==> config.mk <==
export PLATFORM = sky130hd
export DESIGN_NAME = l1ca_code_ctrl
export DESIGN_NICKNAME = d
export VERILOG_FILES = /design/src/rtl/common_gnss_types_pkg.sv /design/src/rtl/l1ca_code_nco.sv /design/src/rtl/l1ca_code_ctrl.sv
export SDC_FILE = /design/constraint.sdc
export NUM_CORES = 1
export LEC_CHECK = 0
export CAP_MARGIN = 15
export CORE_ASPECT_RATIO = 0.5
export CORE_MARGIN = 2
export CORE_UTILIZATION = 45
export CTS_CLUSTER_DIAMETER = 100
export CTS_CLUSTER_SIZE = 16
export DETAILED_ROUTE_END_ITERATION = 10
export PLACE_DENSITY = 0.71
export SYNTH_ARGS = -nofsm -noshare
export SYNTH_HDL_FRONTEND = slang
export SYNTH_SLANG_ARGS = --single-unit
==> constraint.sdc <==
create_clock -name clk -period 7.69 [get_ports clk]
set_input_delay 0.769 -clock clk [delete_from_list [all_inputs] [get_ports clk]]
set_output_delay 0.769 -clock clk [all_outputs]
set_load 0.02 [all_outputs]
==> src/rtl/common_gnss_types_pkg.sv <==
// Shared GNSS types and constants for the L1 C/A code channel blocks.
package common_gnss_types_pkg;

   // PRN select (0..31) and code chip index (0..1022)
   typedef logic [4:0] sv_t;
   typedef logic [9:0] gps_chip_t;

   // Code controller sequencer states
   typedef enum logic [1:0] {
      ST_IDLE = 2'd0,
      ST_LOAD = 2'd1,
      ST_RUN  = 2'd2,
      ST_SLEW = 2'd3
   } ctrl_state_t;

   localparam int unsigned L1CA_CHIPS_PER_EPOCH = 1023;
   localparam int unsigned L1CA_MS_PER_BIT      = 20;

   localparam gps_chip_t  L1CA_LAST_CHIP = gps_chip_t'(L1CA_CHIPS_PER_EPOCH - 1);
   localparam logic [4:0] L1CA_LAST_MS   = 5'(L1CA_MS_PER_BIT - 1);

   // True when the generator sits on the final chip of the 1 ms epoch
   function automatic logic is_last_chip(input gps_chip_t chip);
      return (chip == L1CA_LAST_CHIP);
   endfunction

endpackage

==> src/rtl/l1ca_code_nco.sv <==
// Code-rate NCO: phase accumulator whose carry-out marks one chip advance.
// clear zeroes the phase; hold freezes it (carry is still computed but
// the caller decides whether it is used).
module l1ca_code_nco #(
   parameter int NCO_W = 32
) (
   input  logic             clk,
   input  logic             nrst,
   input  logic             clear,
   input  logic             hold,
   input  logic [NCO_W-1:0] rate,
   output logic             carry
);

   logic [NCO_W-1:0] r_accum;
   logic [NCO_W:0]   w_sum;

   assign w_sum = {1'b0, r_accum} + {1'b0, rate};
   assign carry = w_sum[NCO_W];

   // Phase accumulator: clear has priority, then hold, else advance by rate
   always_ff @(posedge clk or negedge nrst) begin
      if (!nrst) begin
         r_accum <= '0;
      end else if (clear) begin
         r_accum <= '0;
      end else if (hold) begin
         r_accum <= r_accum;
      end else begin
         r_accum <= w_sum[NCO_W-1:0];
      end
   end

endmodule

==> src/rtl/l1ca_code_ctrl.sv <==
// L1 C/A code generator sequencer for one tracking channel.
// Turns the code NCO carry into chip-advance enables, drives generator
// clear / PRN select, performs fast code-phase slews and emits epoch strobes.
// Optional build macro L1CA_CTRL_EPOCH_CNT_EN adds the ms-within-bit counter
// and bit-edge strobe; without it ms_count and bit_edge are tied to zero.
module l1ca_code_ctrl
   import common_gnss_types_pkg::*;
#(
   parameter int NCO_W = 32
) (
   input  logic             clk,
   input  logic             nrst,
   input  logic             start,
   input  logic             stop,
   input  sv_t              sv_in,
   input  logic [NCO_W-1:0] code_rate,
   input  logic             slew_valid,
   input  logic [9:0]       slew_chips,
   input  gps_chip_t        gen_chip,
   output logic             gen_en,
   output logic             gen_clear,
   output sv_t              gen_sv,
   output logic             slew_ready,
   output logic             busy,
   output logic             epoch_pulse,
   output logic [4:0]       ms_count,
   output logic             bit_edge
);

   ctrl_state_t r_state;
   ctrl_state_t w_next;
   logic [9:0]  r_remaining;
   sv_t         r_sv;
   logic        r_epoch;
   logic        w_carry;
   logic        w_gen_en;
   logic        w_slew_acc;
   logic        w_nco_clear;
   logic        w_nco_hold;

   // A slew is taken only from RUN and never in a cycle that is stopping
   assign w_slew_acc  = (r_state == ST_RUN) && slew_valid && !stop;
   assign w_nco_clear = (r_state == ST_LOAD);
   assign w_nco_hold  = (r_state != ST_RUN) || stop;

   l1ca_code_nco #(
      .NCO_W (NCO_W)
   ) u_nco (
      .clk   (clk),
      .nrst  (nrst),
      .clear (w_nco_clear),
      .hold  (w_nco_hold),
      .rate  (code_rate),
      .carry (w_carry)
   );

   // State register
   always_ff @(posedge clk or negedge nrst) begin
      if (!nrst) begin
         r_state <= ST_IDLE;
      end else begin
         r_state <= w_next;
      end
   end

   // Next-state and chip-advance enable; stop overrides everything
   always_comb begin
      w_next   = r_state;
      w_gen_en = 1'b0;
      if (stop) begin
         w_next   = ST_IDLE;
         w_gen_en = 1'b0;
      end else begin
         case (r_state)
            ST_IDLE: begin
               if (start) begin
                  w_next = ST_LOAD;
               end else begin
                  w_next = ST_IDLE;
               end
            end
            ST_LOAD: begin
               w_next = ST_RUN;
            end
            ST_RUN: begin
               w_gen_en = w_carry;
               if (slew_valid && (slew_chips != 10'd0)) begin
                  w_next = ST_SLEW;
               end else begin
                  w_next = ST_RUN;
               end
            end
            ST_SLEW: begin
               w_gen_en = 1'b1;
               if (r_remaining == 10'd1) begin
                  w_next = ST_RUN;
               end else begin
                  w_next = ST_SLEW;
               end
            end
            default: begin
               w_next   = ST_IDLE;
               w_gen_en = 1'b0;
            end
         endcase
      end
   end

   // Slew chip counter: load on accept, count down while slewing
   always_ff @(posedge clk or negedge nrst) begin
      if (!nrst) begin
         r_remaining <= 10'd0;
      end else if (w_slew_acc) begin
         r_remaining <= slew_chips;
      end else if (r_state == ST_SLEW) begin
         r_remaining <= r_remaining - 10'd1;
      end else begin
         r_remaining <= r_remaining;
      end
   end

   // PRN latch, updated only on a start that is actually accepted
   always_ff @(posedge clk or negedge nrst) begin
      if (!nrst) begin
         r_sv <= 5'd0;
      end else if ((r_state == ST_IDLE) && start && !stop) begin
         r_sv <= sv_in;
      end else begin
         r_sv <= r_sv;
      end
   end

   // Epoch strobe: the enable that moves the generator off its last chip
   always_ff @(posedge clk or negedge nrst) begin
      if (!nrst) begin
         r_epoch <= 1'b0;
      end else begin
         r_epoch <= w_gen_en && is_last_chip(gen_chip);
      end
   end

`ifdef L1CA_CTRL_EPOCH_CNT_EN
   logic [4:0] r_ms;
   logic       r_bit_edge;

   // ms-within-bit counter, restarted whenever the channel is (re)loaded
   always_ff @(posedge clk or negedge nrst) begin
      if (!nrst) begin
         r_ms       <= 5'd0;
         r_bit_edge <= 1'b0;
      end else if ((r_state == ST_IDLE) || (r_state == ST_LOAD)) begin
         r_ms       <= 5'd0;
         r_bit_edge <= 1'b0;
      end else if (r_epoch) begin
         if (r_ms == L1CA_LAST_MS) begin
            r_ms       <= 5'd0;
            r_bit_edge <= 1'b1;
         end else begin
            r_ms       <= r_ms + 5'd1;
            r_bit_edge <= 1'b0;
         end
      end else begin
         r_ms       <= r_ms;
         r_bit_edge <= 1'b0;
      end
   end

   assign ms_count = r_ms;
   assign bit_edge = r_bit_edge;
`else
   assign ms_count = 5'd0;
   assign bit_edge = 1'b0;
`endif

   assign gen_en      = w_gen_en;
   assign gen_clear   = (r_state == ST_LOAD);
   assign gen_sv      = r_sv;
   assign slew_ready  = (r_state == ST_RUN);
   assign busy        = (r_state != ST_IDLE);
   assign epoch_pulse = r_epoch;

endmodule
==> impl_results.md <==
- Skew-Pair Late Insertion Delay: 0.30 ns
- Initial antenna violation count: 0
- CP delay by family, top: compound AO/OA/AOI/OAI gates
- Reg2Reg Depth: 10
- Num rows: 24
- Combinational Power Share: 51.6%
- Worst min path class: reg -> reg
- Sequential Power Share: 29.9%
- Period utilization: 61.1%
- Core Region: 0.00871 sq mm
- # nets final: 638
- Largest net degree at the start of global routing: 52
- DRT Wirelength: 10.2 mm
- # Max-Cap Violations: 0
- Worst path max stage delay: 0.63 ns
- DR iter-0 viols: 273
- Cell Pwr Density: 282 mW/mm^2
- Worst VDD drop: 0.112 mV
- Clock power share: 18.6%
- Status: finished clean
- Fin area: 0.00496 sq mm
- Syn Area/Cell: 8.38 sq um
- Area of the mapped netlist: 0.00404 sq mm
- Setup TNS after final layout: 0 ns
- Resized cells post-CTS: 0
- Max_slew headroom: 28.8%
- Die height: 71.0 microns
- ANT cells: 0
- Unique masters post-synth: 62
- Worst Path Buf+Inv: 3
- Vias in the first global route: 3641
- H-tree level count: 2
- Post-route ant nets: 0
- Port-buffer cells: 71
- Initial Utilization: 46.4%
- Drt via density: 5.73
- Largest buffer count on any clock path: 2
- TritonCTS sink count: 50
- Routability cong.: 0.939
- Sequential-to-total area share from yosys stat: 31.0%
- Clock transition at the registers of the reported paths: 0.07 ns
- Int Power: 821 uW
- CTS tree: built
- R2R setup slack: 4.61 ns
- Max Slew Vio Count: 0
- Die area: 0.00980 sq mm
- Max Fanout on Critical Path: 5
- Yosys warning count: 0
- Number of synthesized flops with an enable pin: 0
- DRC viols: 0
- DP Area: 0.00479 sq mm
- Endpoints failing hold: 0
- Net Sw Frac: 41.3%
- Crit path cell chain: clkdlybuf4s50_1 > ha_1 > inv_1 > fa_1 > nor2b_1 > o211ai_1 > a21boi_1 > o21ai_1 > a31oi_1 > o21ai_0 > a21oi_1 > clkdlybuf4s50_1
- RSZ-0062 raised after global routing: false
- Post-CTS Setup Bufs: 0
- Post-synthesis async set-or-reset flop share: 100%
- Leakage: 2.05 nW
- Top FF cell, synth: dfrtp_1
- GRT Overall Usage: 22.2%
- CTS root buf: clkbuf_16
- Die Wd: 138 microns
- Total CTS buffers: 5
- Slew at the pin with the worst max-slew slack: 1.06 ns
- # setup viols final: 0
- Worst path slowest cell: clkdlybuf4s50_1
- Synth-to-Final Area Change: 22.8%
- Fillers: 806
- Post-Syn Instances: 482
- Vias: 3777
- Arr. time, crit path: 3.93 ns
- DR WL/cell: 15.4 microns
- Share of post-route cells with drive strength above 1: 4.24%
- Worst Path Required: 6.92 ns
- TritonRoute pass-1 iters: 5
- # IOs: 78
- Max Clk Rate: 213 MHz
- Hold depth: 2
- Remaining Overflow, GRT: 0
- Min cycle time layout: 4.70 ns
- Cell mode on critical path: clkdlybuf4s50_1
- WS Path Type: in -> out
- Setup crit end kind: output port
- Critical Path Stages: 12
- Switch Pwr: 577 uW
- Critical path startpoint category: input port
- # hold bufs at CTS: 0
- Yosys reg bits: 50
- Layout Skew: 0.00607 ns
- First-pass GRT wire length: 17.3 mm
- Post-DP HPWL: 7.60 mm
sequential cells by signal (all words and copies together), names as in the netlist:
register	count
r_state	2
r_remaining	10
epoch_pulse	1
u_nco.r_accum	32
gen_sv	5
per-stage QoR:
stage          std cells  util (%)  worst slack (ns)  hold slack [ns]  power [mW]
2_1_floorplan        487         -              4.27            0.453       0.948
3_3_place_gp         651      55.0              3.08            0.472        1.12
3_5_place_dp         651      55.0              3.01            0.488        1.13
4_1_cts              659      57.0              2.97            0.504        1.39
5_1_grt              659      57.0              2.63            0.526        1.52
6_report             659      57.0              2.99            0.498        1.40
cell type report:
type | instances | area (sq um) | area share, %
well taps | 117 | 146 | 2.95
inverters | 16 | 60.1 | 1.21
flip-flops and latches | 50 | 1250 | 25.2
clock buffers | 6 | 129 | 2.60
clock inverters | 2 | 37.5 | 0.757
multi-input cells | 395 | 2620 | 52.7
repair buffers | 73 | 721 | 14.5
synth_stat cells (4+ instances only):
master	number	area (sq um)
xnor2_1	9	78.8
and3_1	4	25.0
dfrtp_1	50	1250
o21bai_1	7	52.6
o21a_1	6	45.0
nand2_1	55	206
mux2_2	7	78.8
a21o_1	7	52.6
nor3_1	13	65.1
ha_1	34	425
nor2b_1	10	62.6
nor2_1	25	93.8
xor2_1	10	87.6
a211oi_1	8	60.1
nand4_1	12	75.1
nand3_1	30	150
a31oi_1	4	25.0
o31ai_1	6	45.0
a32o_1	5	50.1
a21oi_1	31	155
o211ai_1	5	37.5
o21ai_0	39	195
buf_4	6	45.0
or3_1	5	31.3
nand2b_1	6	37.5
a2111oi_0	5	43.8
inv_1	16	60.1
clkbuf_1	15	56.3
cell usage in the layout (no fill, tap or decap), types with 6 or more instances in the layout:
cell             count
nor3_1              13
nor2_1              25
xor2_1              10
a21oi_1             31
o31ai_1              6
conb_1               6
xnor2_1              9
ha_1                34
nand2b_1             6
a211oi_1             8
dfrtp_1             50
nor2b_1             10
nand2_1             55
a21o_1               7
o21a_1               6
inv_1               16
nand3_1             30
nand4_1             12
mux2_2               7
o21bai_1             7
o21ai_0             39
clkdlybuf4s50_1     70
worst paths after layout:
| path | start | to |
|---|---|---|
| max in group asynchronous | nrst | u_nco.r_accum[19] |
| min reg2reg | u_nco.r_accum[6] | u_nco.r_accum[6] |
| max | code_rate[0] | gen_en |
| min in group asynchronous | nrst | gen_sv[4] |
| max reg2reg | u_nco.r_accum[0] | u_nco.r_accum[30] |
| min | u_nco.r_accum[6] | u_nco.r_accum[6] |
layer usage:
layer,part of all wire (%),vias to the layer above,GRT usage [%]
li1,-,1902,-
met1,49,1764,31.9
met2,44,105,35.5
met3,5.9,6,4.23
met4,0.68,0,3.97
met5,0,-,0
worst reg2reg max path, stage by stage, from the launching register on:
cell	delay (ns)
dfrtp_1	0.35
ha_1	0.17
inv_1	0.05
fa_1	0.39
nor2b_1	0.20
o211ai_1	0.11
a21boi_1	0.30
o2111ai_1	0.29
a2111oi_0	0.67
o21ai_0	0.16
a32o_1	0.28
logic make-up (layout without fill, tap and decap cells):
kind of cell               Yosys count  after routing  synth area share, %
AOI/OAI and AO/OA                  148            148                 24.8
DFF                                 50             50                 31.0
and+or+nand+nor                    179            179                 22.0
adders and majority gates           35             35                 11.0
buffers and inverters               42             97                 4.74
muxes                                8              8                 2.20
other                                1              6               0.0928
xor gates and xnor gates            19             19                 4.12
power by group through the flow:
stage               registers (mW)  logic [mW]  clock network, mW
global route                 0.430       0.810              0.276
finish                       0.417       0.721              0.259
detailed placement           0.421       0.709                  0
global placement             0.417       0.702                  0
floorplan                    0.414       0.534                  0
CTS                          0.417       0.715              0.262
(Power assumes the default switching activity.)
